$ cat src/rtl/imm_extend_unit.sv
// Registered immediate-extension stage with valid/ready on both sides and a two-entry skid buffer.
// Optional statistics ports (count_o, stall_o) are built when IMM_EXTEND_STATS_EN is defined.
module imm_extend_unit #(
    parameter int unsigned IN_W  = 16,
    parameter int unsigned OUT_W = 32,
    parameter int unsigned TAG_W = 5
) (
    input  logic             clk_i,
    input  logic             rst_i,
    input  logic             valid_i,
    output logic             ready_o,
    input  logic [IN_W-1:0]  data_i,
    input  logic [1:0]       mode_i,
    input  logic [TAG_W-1:0] tag_i,
    output logic             valid_o,
    input  logic             ready_i,
    output logic [OUT_W-1:0] data_o,
    output logic [TAG_W-1:0] tag_o
`ifdef IMM_EXTEND_STATS_EN
    ,
    output logic [15:0]      count_o,
    output logic             stall_o
`endif
);

    localparam int unsigned E = OUT_W - IN_W;

    typedef enum logic [1:0] {
        EMPTY,
        ONE,
        TWO
    } state_t;

    generate
        if (IN_W < 2 || OUT_W < IN_W + 2) begin : g_bad_params
            $error("imm_extend_unit: requires IN_W >= 2 and OUT_W >= IN_W + 2");
        end
    endgenerate

    state_t             state_q, state_d;
    logic [OUT_W-1:0]   sext, zext, ext_data;
    logic [OUT_W-1:0]   out_q, skid_q;
    logic [TAG_W-1:0]   tag_q, skid_tag_q;
    logic               in_fire, out_fire;
    logic               load_out, load_skid, pop_skid;

    // Upper mode shifts the zero-extended field up by IN_W; bits past OUT_W fall off.
    always_comb begin
        zext = OUT_W'(data_i);
        sext = {{E{data_i[IN_W-1]}}, data_i};
        case (mode_i)
            2'b00:   ext_data = sext;
            2'b01:   ext_data = zext;
            2'b10:   ext_data = zext << IN_W;
            default: ext_data = sext << 2;
        endcase
    end

    assign valid_o  = (state_q != EMPTY);
    assign ready_o  = (state_q != TWO) & ~rst_i;
    assign in_fire  = valid_i & ready_o;
    assign out_fire = valid_o & ready_i;
    assign data_o   = out_q;
    assign tag_o    = tag_q;

    always_comb begin
        state_d   = state_q;
        load_out  = 1'b0;
        load_skid = 1'b0;
        pop_skid  = 1'b0;
        case (state_q)
            EMPTY: begin
                if (in_fire) begin
                    load_out = 1'b1;
                    state_d  = ONE;
                end
            end
            ONE: begin
                if (in_fire && out_fire) begin
                    load_out = 1'b1;
                end else if (in_fire) begin
                    load_skid = 1'b1;
                    state_d   = TWO;
                end else if (out_fire) begin
                    state_d = EMPTY;
                end
            end
            TWO: begin
                if (out_fire) begin
                    pop_skid = 1'b1;
                    state_d  = ONE;
                end
            end
            default: state_d = EMPTY;
        endcase
    end

    always_ff @(posedge clk_i) begin
        if (rst_i) begin
            state_q    <= EMPTY;
            out_q      <= '0;
            tag_q      <= '0;
            skid_q     <= '0;
            skid_tag_q <= '0;
        end else begin
            state_q <= state_d;
            if (load_out) begin
                out_q <= ext_data;
                tag_q <= tag_i;
            end else if (pop_skid) begin
                out_q <= skid_q;
                tag_q <= skid_tag_q;
            end
            if (load_skid) begin
                skid_q     <= ext_data;
                skid_tag_q <= tag_i;
            end
        end
    end

`ifdef IMM_EXTEND_STATS_EN
    logic [15:0] count_q;
    logic        stall_q;

    always_ff @(posedge clk_i) begin
        if (rst_i) begin
            count_q <= '0;
            stall_q <= 1'b0;
        end else begin
            if (out_fire && count_q != 16'hFFFF) begin
                count_q <= count_q + 16'd1;
            end
            stall_q <= (state_q == TWO) & ~ready_i;
        end
    end

    assign count_o = count_q;
    assign stall_o = stall_q;
`endif

endmodule

$ cat config.mk
export PLATFORM = sky130hd
export DESIGN_NAME = imm_extend_unit
export DESIGN_NICKNAME = d
export VERILOG_FILES = /design/src/rtl/imm_extend_unit.sv
export SDC_FILE = /design/constraint.sdc
export NUM_CORES = 1
export LEC_CHECK = 0
export CORE_UTILIZATION = 46
export DETAILED_ROUTE_END_ITERATION = 8
export MAX_ROUTING_LAYER = met4
export PLACE_DENSITY = 0.71
export SLEW_MARGIN = 25
export SYNTH_ARGS = -nofsm -noshare
export SYNTH_HDL_FRONTEND = slang
export SYNTH_SLANG_ARGS = --single-unit
$ cat constraint.sdc
create_clock -name clk_i -period 3.95 [get_ports clk_i]
set_clock_uncertainty 0.1 [all_clocks]
set_input_delay 0.395 -clock clk_i [delete_from_list [all_inputs] [get_ports clk_i]]
set_output_delay 0.395 -clock clk_i [all_outputs]
set_load 0.03 [all_outputs]
==> run metrics, run 1 <==
RSZ-0062 raised after global routing no; sequential area share after synthesis 41.1%; Cell Pwr Density 411 nW/um^2; vias 3153; power share of the sequential group 44.5%; share of layout cells above drive strength 1 16.0%; largest net degree at the start of global routing 52; Die ar. 8410 um^2; CTS sink cnt 76; First-pass DRT Iterations 4; Worst-Margin Slew 0.902 ns; Total Wirelength 9010 um; DR vias/cell 5.85; Post-Synthesis Cells 393; Synth cell types 37; sum of negative setup slack 0 ns; global route overflow 0; Post-DP HPWL 5920 um; DRC violations left 0; synthesis-to-layout area growth 21.7%; power share of the clock group 37.3%; worst path arrival time 2.53 ns; clock slew at reported path FFs 0.08 ns; #FFs+latches synth 76; status finished, final reports clean; CTS tree done; Cell Int Power 0.00132 W; asr flop ratio synth 0%; Post-synth EDFFs 0; Setup CP Type input pin to flip-flop; final worst slack 1.53 ns; I/O Buffers 65; Slew Limit Headroom 39.7%; Placeable Area 7770 um^2; Max Slew Vio Count 0; DR iter-0 viols 220; Post-CTS Resized 0; Yosys top cell by area dfxtp_1; Boundary Pins 66; CTS Buf Count 9; Syn. warnings 0; synthesized area 3700 um^2; Final min period 2.42 ns; Skew-Pair Late Insertion Delay 0.36 ns; Setup Buffers After CTS 0; combinational power share 18.2%; Root Driver clkbuf_8; crit path launch type input pin; hold buffers post-CTS 0; post-layout net count 459; overall global routing resource usage 22.9%; Setup WS pre-CTS 1.16 ns; FP Rows 32; first-pass GRT wire length 14800 um; Sw Ratio 28.6%; P_leak 1.39 nW; H-Tree Depth 3; CP Max Fanout 29; Peak supply drop 0.237 mV; Die H 91.7 um; CTS Buffer Depth 2; Net Count, Synth 420; Post-synth top flop dfxtp_1; Post-Syn Area per Cell 9.42 um^2; Post-DRT Antenna Nets 0; Psw 0.000530 W; initial core utilization 47.6%; hold crit path type flip-flop to flip-flop; gpl congestion 0.782; Critical Path RT 4.06 ns; initial antenna violation count 0; critical path endpoint category flip-flop; top cell type's share of synthesized area 41.1%; Die Wd 91.7 um; Final Hold Fails 0; average wire per standard cell 16.7 um; Final Core Density 58.0%; Area contributors post-synth dfxtp_1 41%, a21oi_1 9.2%, mux2_2 4.6%, a221oi_2 4.5%, mux2i_1 4.3%; max-cap violations 0; diode count 0; Max Freq 413 MHz; commonest non-fill, non-tap cell in the layout dfxtp_1; most frequent cells in the layout 76 x dfxtp_1, 68 x a21oi_1, 64 x clkdlybuf4s50_1, 32 x nand2_1, 19 x a211oi_1; crit share post-route 61.3%; final setup vio count 0; number of global-route vias before repair 2929
flip-flops by register name, summed over array words and instances (netlist names):
signal	count
skid_tag_q	5
data_o	32
state_q	2
skid_q	32
tag_o	5
synth_stat cells, drive strengths merged, types with 2 or more instances:
cell,number
dfxtp,76
a21oi,68
buf,34
nand2,32
a211oi,29
nor2b,19
mux2i,16
mux2,15
o22ai,15
a221oi,14
a22oi,14
clkbuf,11
o21ai,9
a311oi,8
nor3,8
nand3,7
nor2,4
nor3b,2
or3b,2
power by group through the flow:
stage,Sequential [W],Combinational [W],Clock [W]
3_5_place_dp,0.000840,0.000336,0
5_1_grt,0.000828,0.000362,0.000734
4_1_cts,0.000823,0.000338,0.000700
6_report,0.000823,0.000337,0.000691
2_1_floorplan,0.000887,0.000173,0
3_3_place_gp,0.000840,0.000333,0
metal layers:
| metal | GRT usage [%] | up-vias | wire (um) |
|---|---|---|---|
| li1 | - | 1557 | - |
| met5 | - | - | 0 |
| met2 | 34.6 | 87 | 4280 |
| met4 | 9.77 | 0 | 157 |
| met3 | 3.07 | 16 | 408 |
| met1 | 30.9 | 1493 | 4160 |
final timing paths:
kind,end,slack (ns),startpoint,cells past startpoint
min reg2reg,data_o[5],0.37,skid_q[5],2
min,data_o[5],0.37,skid_q[5],2
max reg2reg,skid_q[30],1.66,state_q[1],3
max,skid_q[30],1.53,valid_i,4
layout make-up:
class                   count  area [um^2]
inverters                   1         3.75
clock inverters             6         95.1
flip-flops and latches     76         1520
multi-input cells         271         1910
well taps                 102          128
repair buffers             73          706
fillers                   704         3260
clock buffers              10          138
cells by family after synthesis:
family | count (synthesis) | synth area share (%)
AO/OA/AOI/OAI | 161 | 31.2
buffers and inverters | 46 | 7.23
flip-flops | 76 | 41.1
multiplexers | 31 | 8.89
AND/OR/NAND/NOR | 79 | 11.6
stage by stage:
stage	power, W	instance area (um^2)	instances	hold WS (ns)
2_1_floorplan	0.00106	3700	393	0.346
3_3_place_gp	0.00117	4270	523	0.357
3_5_place_dp	0.00118	4270	523	0.362
4_1_cts	0.00186	4510	539	0.371
5_1_grt	0.00192	4510	539	0.396
6_report	0.00185	4510	539	0.366
worst max-delay path, stage by stage:
cell and delay [ns]:
clkdlybuf4s50_1 0.54, or3b_1 0.67, nor2_4 0.74, a211oi_1 0.18
(Power assumes the default switching activity.)
==> run 2, diff against run 1 <==
clock period = 2.5 ns   (was 3.95 ns; I/O delays follow)
==> run metrics, run 2 (synthesized netlist as in run 1, its figures left out) <==
status finished, final reports clean; Peak supply drop 0.381 mV (+61%); number of global-route vias before repair 3043 (+3.9%); critical path endpoint category primary output; CP startpoint state_q[1]; clock slew at reported path FFs 0.08 ns (about the same); First-pass DRT Iterations 5 (+1); worst path arrival time 1.75 ns (-0.78 ns); Slew Limit Headroom 65.6% (+26 points); global route hottest layer met2; Die Wd 91.7 um (unchanged); met1 global-route usage 30.0% (-0.88 points); gpl congestion 0.792 (+1.3%); max-cap violations 0 (unchanged); sum of negative setup slack 0 ns (unchanged); overall global routing resource usage 22.9% (about the same); RSZ-0062 raised after global routing no; DR vias/cell 5.85 (about the same); first-pass GRT wire length 15000 um (+1.3%); FP Rows 32 (unchanged); share of layout cells above drive strength 1 18.4% (+2.4 points); Max Freq 475 MHz; hold crit path type input pin to flip-flop; crit share post-route 84.1%; diode count 0 (unchanged); vias 3228 (+2.4%); post-route insts no fill 552 (+2.4%); commonest non-fill, non-tap cell in the layout dfxtp_1; CP Max Fanout 9 (-69%); Die H 91.7 um (unchanged); DRC violations left 0 (unchanged); final setup vio count 0 (unchanged); Max Slew Vio Count 0 (unchanged); crit path launch type flip-flop; Die ar. 8410 um^2 (unchanged); CTS Buf Count 9 (unchanged); Global Route met2 Usage 35.5% (+0.88 points); Critical Path RT 2.15 ns (-1.91 ns); CTS sink cnt 76 (unchanged); hold buffers post-CTS 0 (unchanged); Total Wirelength 9300 um (+3.2%); Final Hold Fails 0 (unchanged); initial core utilization 47.6% (unchanged); global route overflow 0 (unchanged); fill count 686 (-2.6%); CTS tree done; Boundary Pins 66 (unchanged); Placeable Area 7770 um^2 (unchanged); I/O Buffers 65 (unchanged); Post-DRT Antenna Nets 0 (unchanged); post-layout net count 472 (+2.8%); H-Tree Depth 3 (unchanged); initial antenna violation count 0 (unchanged); Critical R2R Launch state_q[0]; largest net degree at the start of global routing 37 (-29%); Skew-Pair Late Insertion Delay 0.35 ns (about the same); synthesis-to-layout area growth 24.1%; Root Driver clkbuf_8; CTS Buffer Depth 2 (unchanged); average wire per standard cell 16.8 um (+0.79%); Post-CTS Resized 0 (unchanged); Worst-Margin Slew 0.515 ns (-0.387 ns); Setup CP Type flip-flop to primary output; Final min period 2.10 ns; DR iter-0 viols 160 (-27%); met3 usage 4.81% (+1.7 points); dpl cells 536 (+2.5%); Post-DP HPWL 6310 um (+6.4%); P_leak 1.45 nW (+4.2%); most frequent cells in the layout 76 x dfxtp_1, 68 x a21oi_1, 64 x clkdlybuf4s50_1, 32 x nand2_1, 20 x buf_4; Cell Pwr Density 614 nW/um^2 (+49%); HP Start rst_i; Setup Buffers After CTS 0 (unchanged)
==> run 2: cell types whose count changed in the layout (fill, tap and decap cells not counted) <==
| cell | delta |
|---|---|
| buf_4 | +12 |
| clkinv_4 | +3 |
| buf_12 | +1 |
| bufinv_16 | -1 |
| clkinvlp_4 | -1 |
| inv_8 | -1 |
==> run 2: power breakdown <==
| part | leakage (nW) | switching (W) | internal (W) | total [W] |
|---|---|---|---|---|
| registers | 0.619 | 0.0000347 | 0.00127 | 0.00130 |
| logic | 0.724 | 0.000316 | 0.000234 | 0.000550 |
| clock network | 0.103 | 0.000471 | 0.000496 | 0.000967 |
==> run 2: metal layers <==
metal | vias up | share of wire, %
met5 | - | 0
met4 | 0 | 1.0
met3 | 9 | 6.1
met2 | 100 | 48
met1 | 1543 | 45
li1 | 1576 | -
==> run 2: path summary, 6_finish.rpt <==
| path | end | cells past startpoint | slack [ns] |
|---|---|---|---|
| max | ready_o | 3 | 0.40 |
| min | skid_tag_q[0] | 2 | 0.17 |
| max reg2reg | skid_q[19] | 4 | 0.71 |
| min reg2reg | data_o[31] | 2 | 0.37 |
==> run 2: metrics by stage <==
step | setup WS (ns) | power (W) | utilization (%) | hold slack [ns] | cell area (um^2)
floorplan | 0.921 | 0.00168 | - | 0.227 | 3700
global placement | 0.397 | 0.00187 | 56.4 | 0.354 | 4380
detailed placement | 0.361 | 0.00188 | 56.4 | 0.363 | 4380
CTS | 0.362 | 0.00284 | 59.1 | 0.159 | 4590
global route | 0.283 | 0.00294 | 59.1 | 0.179 | 4590
finish | 0.397 | 0.00282 | 59.1 | 0.169 | 4590
==> run 2: critical path, stage by stage (launching register included) <==
cell and delay (ns):
dfxtp_1 0.52, nor2b_1 0.23, nor2_1 0.06, clkdlybuf4s50_1 0.60
==> run 2: cell type report <==
class,count,area (um^2),area share [%]
clock buffers,10,138,3.00
multi-input cells,271,1910,41.7
repair buffers,86,816,17.8
flip-flops and latches,76,1520,33.1
well taps,102,128,2.78
inverters,1,3.75,0.0817
clock inverters,6,72.6,1.58
==> run 3, diff against run 2 <==
clock period = 2.06 ns   (was 2.5 ns; I/O delays follow)
==> run metrics, run 3 (synthesized netlist as in run 1, its figures left out) <==
H-Tree Depth 3 (unchanged); worst hold path cell count 2 (unchanged); Setup Buffers After CTS 0 (unchanged); met1 global-route usage 31.0% (+1.0 points); Total Wirelength 9280 um (-0.13%); Post-DP Area 4490 um^2 (+2.4%); Setup CP Type flip-flop to primary output; critical path endpoint category primary output; worst path arrival time 1.64 ns (-0.11 ns); worst hold endpoint state_q[1]; worst r2r path cells 4 (unchanged); global route hottest layer met2; sum of negative setup slack 0 ns (unchanged); Max Slew Vio Count 0 (unchanged); buffer and inverter count on the worst path 1 (unchanged); fill count 715 (+4.2%); gpl congestion 0.783 (-1.1%); global route overflow 0 (unchanged); Crit Reg-Reg Endpoint data_o[0]; crit path launch type flip-flop; initial antenna violation count 0 (unchanged); DR vias/cell 5.83 (-0.35%); most frequent cells in the layout 75 x dfxtp_1, 68 x a21oi_1, 63 x clkdlybuf4s50_1, 32 x nand2_1, 19 x a211oi_1; Placeable Area 7770 um^2 (unchanged); post-layout net count 476 (+0.85%); Peak supply drop 0.365 mV (-4.3%); hold crit path type input pin to flip-flop; DRC violations left 0 (unchanged); Global Route met2 Usage 36.8% (+1.3 points); Skew-Pair Late Insertion Delay 0.35 ns (about the same); Hold WS 0.0340 ns (-0.135 ns); share of layout cells above drive strength 1 19.2% (+0.72 points); R2R Setup Slk 0.39 ns (-0.32 ns); number of global-route vias before repair 3079 (+1.2%); Top delay family on crit path buffers and inverters; Slew Limit Headroom 55.8% (-9.9 points); crit share post-route 94.4%; largest net degree at the start of global routing 51 (+38%); Die H 91.7 um (unchanged); Critical Path RT 1.75 ns (-0.40 ns); total chip power 0.00356 W (+26%); Boundary Pins 66 (unchanged); Final min period 1.94 ns; synthesis-to-layout area growth 27.4%; max-cap violations 0 (unchanged); master of the slowest instance on the critical path clkdlybuf4s50_1; CTS tree done; Final Hold Fails 0 (unchanged); Cell Pwr Density 754 nW/um^2 (+23%); I/O Buffers 65 (unchanged); vias 3240 (+0.37%); Worst-Margin Slew 0.663 ns (+0.148 ns); status finished, final reports clean; overall global routing resource usage 23.4% (+0.44 points); Root Driver clkbuf_8; Max stage delay on crit path 0.59 ns (about the same); Post-DRT Antenna Nets 0 (unchanged); RSZ-0062 raised after global routing no; Post-DP HPWL 6200 um (-1.7%); cells along the critical path or2_2 > clkdlybuf4s50_1; Die Wd 91.7 um (unchanged); Max Freq 514 MHz; commonest non-fill, non-tap cell in the layout dfxtp_1; FP Rows 32 (unchanged); Die ar. 8410 um^2 (unchanged); average wire per standard cell 16.7 um (-0.85%); CTS Buffer Depth 2 (unchanged); first-pass GRT wire length 15500 um (+3.3%); DR iter-0 viols 199 (+24%); CP Max Fanout 9 (unchanged); diode count 0 (unchanged); P_leak 1.50 nW (+3.5%); First-pass DRT Iterations 4 (-1); CTS sink cnt 76 (unchanged); HP Start rst_i; initial core utilization 47.6% (unchanged); Critical R2R Launch state_q[1]; CTS Buf Count 9 (unchanged); clock slew at reported path FFs 0.08 ns (about the same); final setup vio count 0 (unchanged); met3 usage 4.98% (+0.17 points); final instance area 4710 um^2 (+2.6%)
[run 3: how the worst max path moves through the flow]
stage	from	endpoint	cells after the start	slack, ns
after global routing	state_q[0]	valid_o	2	0.03
after CTS	state_q[0]	ready_o	3	0.04
after global placement	valid_i	skid_q[30]	5	0.16
final	state_q[1]	valid_o	2	0.12
after floorplan	state_q[1]	skid_q[20]	7	0.48
after detailed placement	valid_i	skid_q[17]	5	0.12
[run 3: what timing repair did]
action                                  4_1_cts  5_1_grt
hold buffers                                  0        0
pin swaps                                     0        0
hold endpoints to repair                      0        0
resized for setup                             1        1
endpoints found under the setup margin        1        1
[run 3: report_power, final]
| part | switching (W) | internal [W] |
|---|---|---|
| clock | 0.000592 | 0.000695 |
| sequential | 0.0000399 | 0.00154 |
| combinational | 0.000388 | 0.000303 |
[run 3: stage by stage]
step / worst slack (ns) / std cells / utilization [%]
final: 0.116 / 556 / 60.7
after global routing: 0.0342 / 556 / 60.7
after CTS: 0.0437 / 556 / 60.7
after detailed placement: 0.116 / 540 / 57.8
after global placement: 0.163 / 540 / 57.8
after floorplan: 0.481 / 393 / -
[run 3: final cells by class]
class | count | area, um^2 | area share (%)
multi-input combinational | 271 | 1910 | 40.6
sequential | 76 | 1520 | 32.3
timing repair buffer | 90 | 923 | 19.6
clock buffer | 10 | 128 | 2.71
tap | 102 | 128 | 2.71
clock inverter | 6 | 95.1 | 2.02
inverter | 1 | 3.75 | 0.0796
[run 3: metal layers]
layer	vias up	wire [um]
met2	69	4490
li1	1586	-
met5	-	0
met1	1576	4330
met4	0	66
met3	9	396
